==> src/rtl/addr_mgmt_pkg.sv <==
// Shared constants, state encodings and helpers for the packet buffer slot manager.
// Contents: slot/line geometry, line tag codes, init/write/read FSM encodings, and
// slot_base() which maps a slot index to its first RAM line address.
package addr_mgmt_pkg;

    localparam int unsigned SLOT_W    = 6;
    localparam int unsigned LINE_W    = 5;
    localparam int unsigned ADDR_W    = SLOT_W + LINE_W;
    localparam int unsigned NUM_SLOTS = 1 << SLOT_W;

    localparam logic [1:0] TAG_HEAD = 2'b01;
    localparam logic [1:0] TAG_MID  = 2'b11;
    localparam logic [1:0] TAG_TAIL = 2'b10;

    typedef enum logic {StInit, StRun} init_st_e;
    typedef enum logic {StWIdle, StWPkt} wr_st_e;
    typedef enum logic [1:0] {StRIdle, StRBusy, StRGap} rd_st_e;

    function automatic logic [ADDR_W-1:0] slot_base(input logic [SLOT_W-1:0] slot);
        return {slot, {LINE_W{1'b0}}};
    endfunction

endpackage

==> src/rtl/addr_mgmt_if.sv <==
// Packet-side and read-engine-side signal bundle of addr_mgmt.
// slave modport: the slot manager (tags, rd_done, out_ready in; addresses, pulses, counts out).
// master modport: the environment driving packet tags and read-engine handshakes.
interface addr_mgmt_if;
    import addr_mgmt_pkg::*;

    logic [1:0]        in_pkt_tag;
    logic              in_pkt_wr;
    logic [ADDR_W-1:0] addr2data_waddr;
    logic              addr2data_waddr_wr;
    logic [ADDR_W-1:0] addr2data_raddr;
    logic              addr2data_raddr_wr;
    logic              rd_done;
    logic              out_ready;
    logic              out_pkt_drop;
    logic              out_pkt_err;
    logic [SLOT_W:0]   free_cnt;
    logic [SLOT_W:0]   pkt_cnt;

    modport slave (
        input  in_pkt_tag, in_pkt_wr, rd_done, out_ready,
        output addr2data_waddr, addr2data_waddr_wr, addr2data_raddr, addr2data_raddr_wr,
        output out_pkt_drop, out_pkt_err, free_cnt, pkt_cnt
    );

    modport master (
        output in_pkt_tag, in_pkt_wr, rd_done, out_ready,
        input  addr2data_waddr, addr2data_waddr_wr, addr2data_raddr, addr2data_raddr_wr,
        input  out_pkt_drop, out_pkt_err, free_cnt, pkt_cnt
    );

endinterface

==> src/rtl/addr_mgmt_slot_fifo.sv <==
// FIFO of slot indices, NUM_SLOTS deep, used for both the free list and the descriptor queue.
// Ports: clk, rst_n; push/din write; pop advances and loads dout (valid the cycle after pop);
// empty, full, count reflect occupancy. Push and pop may coincide; callers never pop when empty.
module addr_mgmt_slot_fifo
    import addr_mgmt_pkg::*;
(
    input  logic              clk,
    input  logic              rst_n,
    input  logic              push,
    input  logic              pop,
    input  logic [SLOT_W-1:0] din,
    output logic [SLOT_W-1:0] dout,
    output logic              empty,
    output logic              full,
    output logic [SLOT_W:0]   count
);

    logic [SLOT_W-1:0] mem_q [NUM_SLOTS];
    logic [SLOT_W-1:0] wptr_q, rptr_q, dout_q;
    logic [SLOT_W:0]   count_q;

    always_ff @(posedge clk) begin
        if (push) begin
            mem_q[wptr_q] <= din;
        end
    end

    always_ff @(posedge clk or negedge rst_n) begin
        if (!rst_n) begin
            wptr_q  <= '0;
            rptr_q  <= '0;
            dout_q  <= '0;
            count_q <= '0;
        end else begin
            if (push) begin
                wptr_q <= wptr_q + SLOT_W'(1);
            end
            if (pop) begin
                rptr_q <= rptr_q + SLOT_W'(1);
                dout_q <= mem_q[rptr_q];
            end
            unique case ({push, pop})
                2'b10:   count_q <= count_q + (SLOT_W+1)'(1);
                2'b01:   count_q <= count_q - (SLOT_W+1)'(1);
                default: count_q <= count_q;
            endcase
        end
    end

    assign dout  = dout_q;
    assign count = count_q;
    assign empty = (count_q == '0);
    assign full  = (count_q == (SLOT_W+1)'(NUM_SLOTS));

endmodule

==> src/rtl/addr_mgmt.sv <==
// Buffer-slot manager and read scheduler for the packet data RAM.
// Ports: clk, rst_n (async, active-low); bus (addr_mgmt_if.slave) carrying packet tags,
// write/read base addresses, read-engine handshake, drop/error pulses and slot counters.
// After reset all slot IDs are loaded into the free list; one slot is kept reserved for the
// next packet head, committed packets queue in order and are read one at a time.
module addr_mgmt
    import addr_mgmt_pkg::*;
(
    input logic        clk,
    input logic        rst_n,
    addr_mgmt_if.slave bus
);

    init_st_e          init_st_q, init_st_d;
    wr_st_e            wr_st_q, wr_st_d;
    rd_st_e            rd_st_q, rd_st_d;
    logic [SLOT_W-1:0] init_cnt_q, init_cnt_d;
    logic [SLOT_W-1:0] cur_slot_q, cur_slot_d;
    // pend_q: a slot was popped last cycle and lands in resv_q this cycle.
    logic              pend_q, pend_d;
    logic              resv_q, resv_d;
    logic              drop_q, drop_d;
    logic              err_q, err_d;
    logic              raddr_wr_q, raddr_wr_d;

    logic              free_push, free_pop, free_empty, free_full;
    logic [SLOT_W-1:0] free_din, free_dout;
    logic [SLOT_W:0]   free_count;
    logic              desc_push, desc_pop, desc_empty, desc_full;
    logic [SLOT_W-1:0] desc_dout;
    logic [SLOT_W:0]   desc_count;
    logic              in_init, head, take, release_slot;

    addr_mgmt_slot_fifo u_free_fifo (
        .clk   (clk),
        .rst_n (rst_n),
        .push  (free_push),
        .pop   (free_pop),
        .din   (free_din),
        .dout  (free_dout),
        .empty (free_empty),
        .full  (free_full),
        .count (free_count)
    );

    addr_mgmt_slot_fifo u_desc_fifo (
        .clk   (clk),
        .rst_n (rst_n),
        .push  (desc_push),
        .pop   (desc_pop),
        .din   (cur_slot_q),
        .dout  (desc_dout),
        .empty (desc_empty),
        .full  (desc_full),
        .count (desc_count)
    );

    always_comb begin
        init_st_d    = init_st_q;
        init_cnt_d   = init_cnt_q;
        wr_st_d      = wr_st_q;
        rd_st_d      = rd_st_q;
        cur_slot_d   = cur_slot_q;
        drop_d       = 1'b0;
        err_d        = 1'b0;
        desc_push    = 1'b0;
        desc_pop     = 1'b0;
        take         = 1'b0;
        release_slot = 1'b0;

        in_init = (init_st_q == StInit);
        head    = bus.in_pkt_wr && (bus.in_pkt_tag == TAG_HEAD);

        if (in_init) begin
            init_cnt_d = init_cnt_q + SLOT_W'(1);
            if (init_cnt_q == '1) begin
                init_st_d = StRun;
            end
        end

        unique case (wr_st_q)
            StWIdle: begin
                if (head) begin
                    if (resv_q) begin
                        take       = 1'b1;
                        cur_slot_d = free_dout;
                        wr_st_d    = StWPkt;
                    end else begin
                        drop_d = 1'b1;
                    end
                end
            end
            StWPkt: begin
                if (bus.in_pkt_wr) begin
                    unique case (bus.in_pkt_tag)
                        // Restarting inside an open packet keeps the current slot.
                        TAG_HEAD: err_d = 1'b1;
                        TAG_TAIL: begin
                            desc_push = !desc_full;
                            wr_st_d   = StWIdle;
                        end
                        TAG_MID, 2'b00: ;
                    endcase
                end
            end
            default: wr_st_d = StWIdle;
        endcase

        unique case (rd_st_q)
            StRIdle: begin
                if (!desc_empty && bus.out_ready && !in_init) begin
                    desc_pop = 1'b1;
                    rd_st_d  = StRBusy;
                end
            end
            StRBusy: begin
                if (bus.rd_done) begin
                    release_slot = 1'b1;
                    rd_st_d      = StRGap;
                end
            end
            StRGap:  rd_st_d = StRIdle;
            default: rd_st_d = StRIdle;
        endcase

        // desc_dout holds the slot being read for the whole busy phase.
        free_push = (in_init || release_slot) && !free_full;
        free_din  = in_init ? init_cnt_q : desc_dout;
        free_pop  = !in_init && !resv_q && !pend_q && !free_empty;

        pend_d = free_pop;
        resv_d = resv_q;
        if (pend_q) begin
            resv_d = 1'b1;
        end
        if (take) begin
            resv_d = 1'b0;
        end
        raddr_wr_d = desc_pop;
    end

    always_ff @(posedge clk or negedge rst_n) begin
        if (!rst_n) begin
            init_st_q  <= StInit;
            wr_st_q    <= StWIdle;
            rd_st_q    <= StRIdle;
            init_cnt_q <= '0;
            cur_slot_q <= '0;
            pend_q     <= 1'b0;
            resv_q     <= 1'b0;
            drop_q     <= 1'b0;
            err_q      <= 1'b0;
            raddr_wr_q <= 1'b0;
        end else begin
            init_st_q  <= init_st_d;
            wr_st_q    <= wr_st_d;
            rd_st_q    <= rd_st_d;
            init_cnt_q <= init_cnt_d;
            cur_slot_q <= cur_slot_d;
            pend_q     <= pend_d;
            resv_q     <= resv_d;
            drop_q     <= drop_d;
            err_q      <= err_d;
            raddr_wr_q <= raddr_wr_d;
        end
    end

    assign bus.addr2data_waddr    = slot_base(free_dout);
    assign bus.addr2data_waddr_wr = resv_q;
    assign bus.addr2data_raddr    = slot_base(desc_dout);
    assign bus.addr2data_raddr_wr = raddr_wr_q;
    assign bus.out_pkt_drop       = drop_q;
    assign bus.out_pkt_err        = err_q;
    // A slot in flight from the free list to the reservation still counts as free.
    assign bus.free_cnt           = free_count + {{SLOT_W{1'b0}}, resv_q | pend_q};
    assign bus.pkt_cnt            = desc_count;

endmodule
==> src/flat_wrapper.sv <==
// flat-port wrapper written by rule: the top's interface ports become plain ports
module addr_mgmt_flat import addr_mgmt_pkg::*;
  (clk, rst_n, bus_in_pkt_tag, bus_in_pkt_wr, bus_rd_done, bus_out_ready, bus_addr2data_waddr, bus_addr2data_waddr_wr, bus_addr2data_raddr, bus_addr2data_raddr_wr, bus_out_pkt_drop, bus_out_pkt_err, bus_free_cnt, bus_pkt_cnt);
  addr_mgmt_if bus_i ();
  input logic clk;
  input logic rst_n;
  input wire logic [$bits(bus_i.in_pkt_tag)-1:0] bus_in_pkt_tag;
  input wire logic [$bits(bus_i.in_pkt_wr)-1:0] bus_in_pkt_wr;
  input wire logic [$bits(bus_i.rd_done)-1:0] bus_rd_done;
  input wire logic [$bits(bus_i.out_ready)-1:0] bus_out_ready;
  output wire logic [$bits(bus_i.addr2data_waddr)-1:0] bus_addr2data_waddr;
  output wire logic [$bits(bus_i.addr2data_waddr_wr)-1:0] bus_addr2data_waddr_wr;
  output wire logic [$bits(bus_i.addr2data_raddr)-1:0] bus_addr2data_raddr;
  output wire logic [$bits(bus_i.addr2data_raddr_wr)-1:0] bus_addr2data_raddr_wr;
  output wire logic [$bits(bus_i.out_pkt_drop)-1:0] bus_out_pkt_drop;
  output wire logic [$bits(bus_i.out_pkt_err)-1:0] bus_out_pkt_err;
  output wire logic [$bits(bus_i.free_cnt)-1:0] bus_free_cnt;
  output wire logic [$bits(bus_i.pkt_cnt)-1:0] bus_pkt_cnt;
  assign bus_i.in_pkt_tag = bus_in_pkt_tag;
  assign bus_i.in_pkt_wr = bus_in_pkt_wr;
  assign bus_i.rd_done = bus_rd_done;
  assign bus_i.out_ready = bus_out_ready;
  assign bus_addr2data_waddr = bus_i.addr2data_waddr;
  assign bus_addr2data_waddr_wr = bus_i.addr2data_waddr_wr;
  assign bus_addr2data_raddr = bus_i.addr2data_raddr;
  assign bus_addr2data_raddr_wr = bus_i.addr2data_raddr_wr;
  assign bus_out_pkt_drop = bus_i.out_pkt_drop;
  assign bus_out_pkt_err = bus_i.out_pkt_err;
  assign bus_free_cnt = bus_i.free_cnt;
  assign bus_pkt_cnt = bus_i.pkt_cnt;
  addr_mgmt u_core (.clk(clk), .rst_n(rst_n), .bus(bus_i));
endmodule
==> config.mk <==
export PLATFORM = sky130hd
export DESIGN_NAME = addr_mgmt_flat
export DESIGN_NICKNAME = d
export VERILOG_FILES = /design/src/rtl/addr_mgmt_pkg.sv /design/src/rtl/addr_mgmt_if.sv /design/src/rtl/addr_mgmt_slot_fifo.sv /design/src/rtl/addr_mgmt.sv /design/src/flat_wrapper.sv
export SDC_FILE = /design/constraint.sdc
export NUM_CORES = 1
export LEC_CHECK = 0
export BUFFER_PORTS_ARGS = -buffer_cell sky130_fd_sc_hd__buf_2
export CAP_MARGIN = 20
export CORE_AREA = 2 2 263 265
export DETAILED_ROUTE_END_ITERATION = 6
export DIE_AREA = 0 0 265 267
export HOLD_SLACK_MARGIN = 0.06
export PLACE_DENSITY = 0.68
export SYNTH_ARGS = -nofsm -noshare
export SYNTH_HDL_FRONTEND = slang
export SYNTH_HIERARCHICAL = 1
export SYNTH_SLANG_ARGS = --single-unit
export TNS_END_PERCENT = 30
==> constraint.sdc <==
create_clock -name clk -period 4.1 [get_ports clk]
set_input_delay 0.41 -clock clk [delete_from_list [all_inputs] [get_ports clk]]
set_output_delay 0.41 -clock clk [all_outputs]
set_load 0.02 [all_outputs]
==> results.sh, run 1 <==
export IMPL_post_cts_buffers=0
export IMPL_period_share_pct=86.9
export IMPL_ir_drop_mv=0.312
export IMPL_fin_tns_setup_ns=0
export IMPL_dr_pass1_iters=5
export IMPL_cts_max_level=3
export IMPL_worstPathMaxFanout=14
export IMPL_pin_count=47
export IMPL_ff_latch_area_um2=24900
export IMPL_relSlewSlack_pct=32.1
export IMPL_ys_types=65
export IMPL_via_per_inst=6.05
export IMPL_setup_violations=0
export IMPL_cts_tree="built"
export IMPL_period_needed_ns=3.56
export IMPL_grt_ovfl_total=0
export IMPL_post_route_util_pct=55.3
export IMPL_drive_above_1_share_pct=21.2
export IMPL_final_setup_skew_ns=0.0245
export IMPL_cts_sinks=839
export IMPL_drc=0
export IMPL_status="finished, final reports clean"
export IMPL_critical_path_class="register to register"
export IMPL_cp_end_kind="register"
export IMPL_first_iter_violations=1865
export IMPL_startpoint_type="register"
export IMPL_r2r_cells=13
export IMPL_drv_cap=0
export IMPL_insertion_delay_ns=0.63
export IMPL_antenna_found_initial=2
export IMPL_power_density_nw_per_um2=449
export IMPL_postSynthCellCount=1803
export IMPL_vias=17000
export IMPL_startpoint="u_core/u_free_fifo/count[2]"
export IMPL_fill_cells=5144
export IMPL_root_buffer="clkbuf_16"
export IMPL_grt_use_total_pct=20.6
export IMPL_dp_hpwl_mm=44.9
export IMPL_crit_chain="or3_1 -> nor4_1 -> and2_1 -> nor2_1 -> inv_1 -> ha_1 -> xor2_1 -> ha_1 -> and3b_1 -> o21ai_1 -> or4b_1 -> a31oi_1 -> xor2_1"
export IMPL_layout_common_cells="edfxtp_1 (768), nor2_1 (158), mux4_2 (150), mux2i_1 (99), clkbuf_16 (89)"
export IMPL_initial_core_util_pct=49.7
export IMPL_synth_area_um2=33800
export IMPL_worstPathArrival_ns=4.10
export IMPL_cp_endpoint="u_core/u_free_fifo/count[6]"
export IMPL_seq_area_frac_synth_pct=73.5
export IMPL_diodes=0
export IMPL_dieHeight_um=267
export IMPL_grt_max_degree=65
export IMPL_worstMarginPinSlew_ns=1.02
export IMPL_clk_pin_slew_ns=0.06
export IMPL_wl_per_cell_um=25.7
export IMPL_async_flop_share_pct=8.46
export IMPL_rsz0062_at_grt="false"
export IMPL_p_leak_nw=13.0
export IMPL_slowest_stage="dfrtp_1"
export IMPL_r2r_start="u_core/u_free_fifo/count[2]"
export IMPL_place_congestion=0.862
export IMPL_crit_cells=13
export IMPL_synthFlopType="edfxtp_1"
export IMPL_hold_path_class="input port to register"
export IMPL_cts_resized=0
export IMPL_syn_avg_cell_area_um2=18.7
export IMPL_crit_buf_inv=1
export IMPL_die_area_um2=70800
export IMPL_clk_path_buf_depth=3
export IMPL_r2r_slack_ns=0.54
export IMPL_grt_pass1_wl_mm=109
export IMPL_ys_ff_latch=839
export IMPL_multi_input_area_um2=8270
export IMPL_wirelength_mm=72.2
export IMPL_area_growth_pct=11.3
export IMPL_portBuffers=36
export IMPL_cp_top_family="simple AND/OR/NAND/NOR gates"
export IMPL_reg2reg_to="u_core/u_free_fifo/count[6]"
export IMPL_final_common_cell="edfxtp_1"
export IMPL_postCtsHoldBufs=2
export IMPL_rows=96
export IMPL_clock_fmax_mhz=281
export IMPL_grt_pass1_vias=17300
export IMPL_hold_violations=0
export IMPL_synth_edf_count=768
export IMPL_yosysWarnings=6
export IMPL_cts_buffers=87
export IMPL_die_x_um=265
export IMPL_antenna_left=0
export IMPL_design_core_area_um2=68000
export IMPL_slowest_delay_ns=0.51
export IMPL_crit_required_ns=4.64
export IMPL_fin_nets=1878
export IMPL_slew_violations=0
[worst min path at each step]
| stage | from | to | slack [ns] | depth (start not counted) |
|---|---|---|---|---|
| after detailed placement | rst_n | u_core/u_desc_fifo/rptr_q[5] | 0.48 | 1 |
| final | bus_rd_done | u_core/rd_st_q[1] | 0.17 | 2 |
| after CTS | bus_in_pkt_wr | u_core/wr_st_q | 0.14 | 3 |
| after global placement | rst_n | u_core/u_desc_fifo/rptr_q[5] | 0.48 | 1 |
| after global routing | bus_rd_done | u_core/rd_st_q[1] | 0.17 | 2 |
| after floorplan | rst_n | u_core/bus.addr2data_raddr_wr | 0.11 | 0 |
[routing by layer]
metal,track usage (%),part of all wire [%]
met5,0,0
met4,6.25,2.4
met3,3.53,7.4
met2,32.8,48
met1,29.5,42
[worst register-to-register path, delay by kind of cell, from the launching register on]
kind	cells	cell delay, ns
and+or+nand+nor	6	1.55
DFF	1	0.51
AOI/OAI and AO/OA	2	0.32
xor gates and xnor gates	2	0.36
buffers and inverters	1	0.10
adders and majority gates	2	0.64
[cell usage after synthesis, types with 6 or more instances]
cell type | instances | area [um^2]
a211o_1 | 11 | 96.3
a211oi_1 | 13 | 97.6
a21oi_1 | 15 | 75.1
a221oi_1 | 10 | 87.6
a22oi_1 | 18 | 135
and2_1 | 6 | 37.5
buf_1 | 8 | 30.0
buf_2 | 24 | 120
buf_4 | 21 | 158
buf_6 | 10 | 113
clkbuf_1 | 50 | 188
dfrtp_1 | 71 | 1780
edfxtp_1 | 768 | 23100
ha_1 | 13 | 163
inv_1 | 11 | 41.3
mux2_2 | 28 | 315
mux2_4 | 6 | 90.1
mux2i_1 | 99 | 991
mux4_1 | 6 | 158
mux4_2 | 150 | 3380
nand2_1 | 32 | 120
nand2b_1 | 9 | 56.3
nand3_1 | 37 | 185
nand3b_1 | 6 | 45.0
nand4_1 | 8 | 50.1
nor2_1 | 158 | 593
nor2b_1 | 21 | 131
nor3_1 | 8 | 40.0
o211ai_1 | 15 | 113
o21ai_0 | 25 | 125
o221ai_1 | 13 | 114
o22ai_1 | 14 | 87.6
xnor2_1 | 24 | 210
xor2_1 | 20 | 175
[sequential cells by signal (all words and copies together) (netlist names), 2 cells and up]
register                   flops
u_core/init_cnt_q              6
u_core/rd_st_q                 2
u_core/cur_slot_q              6
u_core/u_desc_fifo/dout        6
u_core/u_desc_fifo/count       7
u_core/u_desc_fifo/rptr_q      6
u_core/u_free_fifo/rptr_q      6
u_core/u_desc_fifo/mem_q     384
u_core/u_desc_fifo/wptr_q      6
u_core/u_free_fifo/count       7
u_core/u_free_fifo/mem_q     384
u_core/u_free_fifo/dout        6
u_core/u_free_fifo/wptr_q      6
[power breakdown]
group	total [W]	internal, W	switching, W
logic	0.0000335	0.00000511	0.0000284
registers	0.00920	0.00920	0.0000000830
clock network	0.00766	0.00447	0.00319
[stage by stage]
stage / cell area (um^2) / hold WS, ns / total power [W] / instances / setup WS, ns
final: 37600 / 0.165 / 0.0169 / 2813 / 0.538
after global routing: 37600 / 0.172 / 0.0174 / 2813 / 0.249
after CTS: 37600 / 0.141 / 0.0171 / 2813 / 0.553
after detailed placement: 34800 / 0.482 / 0.00942 / 2649 / 0.570
after global placement: 34800 / 0.476 / 0.00942 / 2649 / 0.682
after floorplan: 33800 / 0.114 / 0.00940 / 1812 / 0.298
[layout make-up]
class                           count  area share, %
Multi-Input combinational cell    845           22.0
Clock buffer                      111           6.30
Inverter                           11          0.110
Sequential cell                   839           66.1
Clock inverter                     51           1.14
Timing Repair Buffer               74           1.42
Tap cell                          882           2.93
[logic make-up after synthesis]
| logic type | Yosys count | share of synthesized area, % |
|---|---|---|
| other | 1 | 0.0111 |
| AND/OR/NAND/NOR | 322 | 4.56 |
| multiplexers | 289 | 14.6 |
| buffers and inverters | 128 | 2.12 |
| AO/OA/AOI/OAI | 167 | 3.58 |
| flip-flops | 839 | 73.5 |
| XOR/XNOR | 44 | 1.14 |
| adder cells (fa/ha/maj) | 13 | 0.481 |
Note: power is estimated with default switching activity, not from simulation.
==> run 2: changes to the inputs <==
--- a/config.mk
+++ b/config.mk
@@ -7,11 +7,13 @@
 export LEC_CHECK = 0
 export BUFFER_PORTS_ARGS = -buffer_cell sky130_fd_sc_hd__buf_2
 export CAP_MARGIN = 20
+export CELL_PAD_IN_SITES_DETAIL_PLACEMENT = 0
+export CELL_PAD_IN_SITES_GLOBAL_PLACEMENT = 1
 export CORE_AREA = 2 2 263 265
 export DETAILED_ROUTE_END_ITERATION = 6
 export DIE_AREA = 0 0 265 267
 export HOLD_SLACK_MARGIN = 0.06
-export PLACE_DENSITY = 0.68
+export PLACE_DENSITY = 0.76
 export SYNTH_ARGS = -nofsm -noshare
 export SYNTH_HDL_FRONTEND = slang
 export SYNTH_HIERARCHICAL = 1
==> run 2 against run 1 <==
Clock power about the same. Non-clock buffer count rose by 9. Sequential cell count did not move. Core utilization up 0.079 points. Worst setup slack got worse by 0.14 ns. Final area is 0.14% higher. Critical path type unchanged. Largest cell class unchanged. Largest power group unchanged. Highest routed layer unchanged.
==> results.sh, run 2 (same netlist as run 1, synthesis figures left out) <==
export IMPL_status="finished, final reports clean"
export IMPL_via_per_inst=6.02
export IMPL_initial_core_util_pct=49.7
export IMPL_power_density_nw_per_um2=448
export IMPL_drv_cap=0
export IMPL_cts_buffers=84
export IMPL_period_needed_ns=3.70
export IMPL_worstPathMaxFanout=14
export IMPL_critical_path_class="register to register"
export IMPL_root_buffer="clkbuf_16"
export IMPL_fin_nets=1884
export IMPL_fin_tns_setup_ns=0
export IMPL_drc=0
export IMPL_cts_resized=0
export IMPL_place_area_um2=34800
export IMPL_grt_pass1_wl_mm=108
export IMPL_cts_sinks=839
export IMPL_drive_above_1_share_pct=20.9
export IMPL_layout_common_cells="edfxtp_1 (768), nor2_1 (158), mux4_2 (150), mux2i_1 (99), clkbuf_16 (86)"
export IMPL_startpoint_type="register"
export IMPL_pin_count=47
export IMPL_antenna_found_initial=0
export IMPL_rsz0062_at_grt="false"
export IMPL_clk_pin_slew_ns=0.06
export IMPL_crit_required_ns=4.66
export IMPL_p_leak_nw=13.0
export IMPL_worstMarginPinSlew_ns=1.12
export IMPL_antenna_left=0
export IMPL_hold_violations=0
export IMPL_grt_max_degree=66
export IMPL_dieHeight_um=267
export IMPL_fill_cells=5121
export IMPL_period_share_pct=90.3
export IMPL_seqPwrFrac_pct=54.6
export IMPL_die_area_um2=70800
export IMPL_switching_power_w=0.00322
export IMPL_place_congestion=0.870
export IMPL_vias=16900
export IMPL_final_setup_skew_ns=0.0283
export IMPL_stdcell_area_um2=37700
export IMPL_post_cts_buffers=0
export IMPL_dr_pass1_iters=5
export IMPL_relSlewSlack_pct=25.4
export IMPL_portBuffers=36
export IMPL_cp_end_kind="register"
export IMPL_die_x_um=265
export IMPL_final_setup_worst_slack_ns=0.398
export IMPL_wl_per_cell_um=25.4
export IMPL_hold_path_class="input port to register"
export IMPL_p_int_w=0.0137
export IMPL_cts_tree="built"
export IMPL_pre_cts_ws_ns=0.450
export IMPL_insertion_delay_ns=0.64
export IMPL_grt_ovfl_total=0
export IMPL_first_iter_violations=1803
export IMPL_design_core_area_um2=68000
export IMPL_wirelength_mm=71.6
export IMPL_top_regs="u_core/u_desc_fifo/mem_q (384), u_core/u_free_fifo/mem_q (384)"
export IMPL_grt_use_total_pct=20.5
export IMPL_clock_power_share_pct=45.2
export IMPL_rows=96
export IMPL_diodes=0
export IMPL_final_common_cell="edfxtp_1"
export IMPL_area_growth_pct=11.5
export IMPL_slew_violations=0
export IMPL_r2r_cells=13
export IMPL_cts_max_level=3
export IMPL_clock_fmax_mhz=270
export IMPL_setup_violations=0
export IMPL_hold_depth=2
export IMPL_dp_hpwl_mm=44.6
export IMPL_grt_pass1_vias=17000
export IMPL_ir_drop_mv=0.331
export IMPL_switching_share_pct=19.1
export IMPL_postCtsHoldBufs=5
export IMPL_p_comb_share_pct=0.2
export IMPL_worstPathArrival_ns=4.26
export IMPL_clk_path_buf_depth=3
export IMPL_holdWs_ns=0.102
export IMPL_total_power_w=0.0169
## run 2: cell types whose count changed in the layout (fill, tap and decap cells not counted), moves of 2 or more
cell,before,now
buf_12,5,7
buf_4,32,36
bufinv_16,6,9
clkbuf_1,16,18
clkbuf_16,89,86
clkbuf_8,6,0
clkinv_1,17,20
clkinv_2,18,15
clkinv_8,2,0
clkinvlp_4,5,2
dlygate4sd3_1,2,5
inv_16,0,3
## run 2: routing by layer
metal / up-vias / part of all wire (%) / track usage (%)
met5: - / 0 / 0
met4: 0 / 2.4 / 6.00
met3: 119 / 7.0 / 3.41
met2: 626 / 47 / 31.7
met1: 8850 / 44 / 30.4
li1: 7339 / - / -
## run 2: power by group through the flow
| stage | clock [W] | sequential [W] | combinational, W |
|---|---|---|---|
| final | 0.00763 | 0.00920 | 0.0000332 |
| after global routing | 0.00812 | 0.00920 | 0.0000377 |
| after CTS | 0.00780 | 0.00920 | 0.0000342 |
| after detailed placement | 0 | 0.00938 | 0.0000314 |
| after global placement | 0 | 0.00938 | 0.0000307 |
| after floorplan | 0 | 0.00938 | 0.0000164 |
## run 2: cell type report
| cell class | instances | area [um^2] | share of cell area, % |
|---|---|---|---|
| inverters | 11 | 41.3 | 0.110 |
| clock inverters | 51 | 534 | 1.42 |
| clock buffers | 104 | 2220 | 5.89 |
| repair buffers | 83 | 636 | 1.69 |
| well taps | 882 | 1100 | 2.93 |
| multi-input cells | 845 | 8270 | 22.0 |
| flip-flops and latches | 839 | 24900 | 66.0 |
## run 2: per-stage QoR
| step | cells | util, % |
|---|---|---|
| after global routing | 2815 | 55.4 |
| final | 2815 | 55.4 |
| after floorplan | 1812 | - |
| after CTS | 2811 | 55.3 |
| after global placement | 2651 | 51.2 |
| after detailed placement | 2651 | 51.2 |
## run 2: final timing paths
check                                            start                            to  slack [ns]
setup / recovery           u_core/u_desc_fifo/count[1]   u_core/u_desc_fifo/count[6]        0.40
hold / removal                             bus_rd_done             u_core/rd_st_q[1]        0.10
setup reg to reg           u_core/u_desc_fifo/count[1]   u_core/u_desc_fifo/count[6]        0.40
hold reg to reg                   u_core/init_cnt_q[5]          u_core/init_cnt_q[5]        0.50
max in group asynchronous                        rst_n  u_core/u_desc_fifo/wptr_q[0]        2.99
min in group asynchronous                        rst_n  u_core/u_desc_fifo/rptr_q[1]        0.36
## run 2: worst max-delay path, cell delays in order (launching register included)
cell	delay, ns
dfrtp_1	0.48
or3_1	0.39
nor4_1	0.24
and2_1	0.18
nor3_1	0.08
inv_1	0.10
ha_1	0.44
xor2_1	0.20
ha_1	0.21
and3b_1	0.17
o21ai_0	0.13
or4b_2	0.65
a31oi_1	0.21
xor2_1	0.15
==> run 3: changes to the inputs <==
--- a/config.mk
+++ b/config.mk
@@ -16,6 +16,5 @@
 export PLACE_DENSITY = 0.76
 export SYNTH_ARGS = -nofsm -noshare
 export SYNTH_HDL_FRONTEND = slang
-export SYNTH_HIERARCHICAL = 1
 export SYNTH_SLANG_ARGS = --single-unit
 export TNS_END_PERCENT = 30
==> constraint.sdc (replaced) <==
create_clock -name clk -period 4.65 [get_ports clk]
set_input_delay 0.465 -clock clk [delete_from_list [all_inputs] [get_ports clk]]
set_output_delay 0.465 -clock clk [all_outputs]
set_load 0.02 [all_outputs]
==> run 3 against run 2 <==
First-iteration DRC count down 18%. Largest cell class unchanged. Critical endpoint is now u_core.u_free_fifo.count[6]. Final area down 0.97%. Core utilization down 0.54 points. Hold slack better by 0.036 ns. Worst setup slack better by 0.58 ns. Power down 11%.
==> results.sh, run 3 <==
export IMPL_status="finished, final reports clean"
export IMPL_drv_cap=0
export IMPL_cts_sinks=839
export IMPL_vias=16900
export IMPL_clock_fmax_mhz=272
export IMPL_drive_above_1_share_pct=19.3
export IMPL_relSlewSlack_pct=25.3
export IMPL_portBuffers=36
export IMPL_ys_ff_latch=839
export IMPL_synth_most_common_cell="edfxtp_1"
export IMPL_rows=96
export IMPL_post_cts_buffers=0
export IMPL_multi_input_area_um2=8150
export IMPL_design_core_area_um2=68000
export IMPL_syn_avg_cell_area_um2=18.3
export IMPL_worstMarginPinSlew_ns=1.12
export IMPL_r2r_start="u_core.u_free_fifo.count[2]"
export IMPL_place_congestion=0.842
export IMPL_worstPathMaxFanout=10
export IMPL_reg2reg_to="u_core.u_free_fifo.count[6]"
export IMPL_cts_tree="built"
export IMPL_grt_pass1_wl_mm=111
export IMPL_total_power_w=0.0150
export IMPL_synth_area_um2=33600
export IMPL_die_area_um2=70800
export IMPL_diodes=0
export IMPL_dp_hpwl_mm=45.9
export IMPL_wirelength_mm=73.7
export IMPL_rsz0062_at_grt="false"
export IMPL_crit_required_ns=5.20
export IMPL_grt_use_total_pct=21.2
export IMPL_period_share_pct=79.0
export IMPL_clk_path_buf_depth=3
export IMPL_insertion_delay_ns=0.64
export IMPL_hold_violations=0
export IMPL_grt_ovfl_total=0
export IMPL_die_x_um=265
export IMPL_antenna_left=0
export IMPL_power_density_nw_per_um2=402
export IMPL_wl_per_cell_um=26.0
export IMPL_ys_types=60
export IMPL_cp_end_kind="register"
export IMPL_pin_count=47
export IMPL_final_common_cell="edfxtp_1"
export IMPL_drc=0
export IMPL_top_regs="u_core.u_desc_fifo.mem_q (384), u_core.u_free_fifo.mem_q (384)"
export IMPL_ff_latch_area_um2=24900
export IMPL_hold_path_class="input port to register"
export IMPL_r2r_slack_ns=0.98
export IMPL_fin_nets=1920
export IMPL_clk_pin_slew_ns=0.06
export IMPL_cts_buffers=83
export IMPL_seq_area_frac_synth_pct=73.9
export IMPL_layout_common_cells="edfxtp_1 (768), nor2_1 (164), mux4_2 (143), mux2i_1 (119), clkbuf_16 (83)"
export IMPL_fin_tns_setup_ns=0
export IMPL_grt_max_degree=66
export IMPL_grt_pass1_vias=17500
export IMPL_dr_pass1_iters=5
export IMPL_startpoint_type="register"
export IMPL_period_needed_ns=3.67
export IMPL_dieHeight_um=267
export IMPL_area_growth_pct=11.0
export IMPL_synth_edf_count=768
export IMPL_worstPathArrival_ns=4.23
export IMPL_startpoint="u_core.u_free_fifo.count[2]"
export IMPL_p_leak_nw=11.7
export IMPL_antenna_found_initial=0
export IMPL_cp_endpoint="u_core.u_free_fifo.count[6]"
export IMPL_synthFlopType="edfxtp_1"
export IMPL_slew_violations=0
export IMPL_yosysWarnings=0
export IMPL_cts_max_level=3
export IMPL_final_setup_skew_ns=0.0272
export IMPL_r2r_cells=12
export IMPL_critical_path_class="register to register"
export IMPL_yosys_top_cells_count="edfxtp_1 (768), nor2_1 (164), mux4_2 (143), mux2i_1 (119), dfrtp_1 (71)"
export IMPL_synth_top_area_share_pct=68.7
export IMPL_initial_core_util_pct=49.4
export IMPL_yosys_top_cells_area="edfxtp_1 (69%), mux4_2 (9.6%), dfrtp_1 (5.3%), mux2i_1 (3.5%), nor2_1 (1.8%)"
export IMPL_async_flop_share_pct=8.46
export IMPL_root_buffer="clkbuf_16"
export IMPL_setup_violations=0
export IMPL_first_iter_violations=1481
export IMPL_synth_area_leader_cell="edfxtp_1"
export IMPL_via_per_inst=5.97
export IMPL_ir_drop_mv=0.420
export IMPL_postSynthCellCount=1834
export IMPL_fill_cells=5218
==> run 3: power breakdown <==
group / leakage, nW / switching [W] / internal (W)
logic: 2.57 / 0.000210 / 0.000104
registers: 7.87 / 0.0000752 / 0.00817
clock network: 1.25 / 0.00276 / 0.00369
==> run 3: metrics by stage <==
stage / area, um^2 / hold WS [ns] / worst slack (ns) / utilization (%) / instances
2_1_floorplan: 33600 / 0.169 / 1.57 / - / 1843
3_3_place_gp: 34600 / 0.439 / 1.05 / 50.9 / 2684
3_5_place_dp: 34600 / 0.446 / 1.02 / 50.9 / 2684
4_1_cts: 37200 / 0.109 / 0.997 / 54.8 / 2836
5_1_grt: 37300 / 0.158 / 0.645 / 54.9 / 2839
6_report: 37300 / 0.138 / 0.976 / 54.9 / 2839
==> run 3: cell families after synthesis <==
family / synth area share (%)
buf+inv: 1.90
simple gates: 4.37
flops: 73.9
fa+ha+maj: 0.827
mux: 14.2
other cells: 0.0112
xor+xnor: 1.02
compound gates: 3.77
==> run 3: how the worst min path moves through the flow <==
stage / cells after the start / endpoint / from / slack (ns)
after global routing: 3 / u_core.wr_st_q / bus_in_pkt_tag[0] / 0.16
after global placement: 1 / u_core.u_desc_fifo.rptr_q[2] / rst_n / 0.44
after CTS: 3 / u_core.wr_st_q / bus_in_pkt_tag[0] / 0.11
after detailed placement: 1 / u_core.u_desc_fifo.dout[1] / rst_n / 0.45
final: 3 / u_core.wr_st_q / bus_in_pkt_tag[0] / 0.14
after floorplan: 0 / u_core.bus.addr2data_raddr_wr / rst_n / 0.17
==> run 3: routing by layer <==
metal  part of all wire, %  global-route usage, %
met2                    49                   35.1
met4                   3.9                   8.41
met3                   6.1                   3.52
met1                    41                   28.4
met5                     0                      0
==> run 3: what timing repair did <==
item	in CTS	in global routing
hold buffers	2	0
gates resized for setup	0	0
hold endpoints to repair	29	0
==> run 3: cell type report <==
type,instances,area share (%)
clock buffers,108,5.90
clock inverters,42,1.09
inverters,22,0.221
multi-input cells,876,21.8
flip-flops and latches,839,66.7
well taps,882,2.96
repair buffers,70,1.32
==> run 3: worst max-delay path: stages (launching register included) <==
cell      delay [ns]
dfrtp_1         0.46
nor4_1          0.53
nand2_1         0.14
o211ai_2        0.43
inv_2           0.15
ha_1            0.33
ha_1            0.35
nor2b_1         0.14
o21ai_1         0.16
a21boi_0        0.16
or4_1           0.48
nand3_1         0.10
xor2_1          0.15
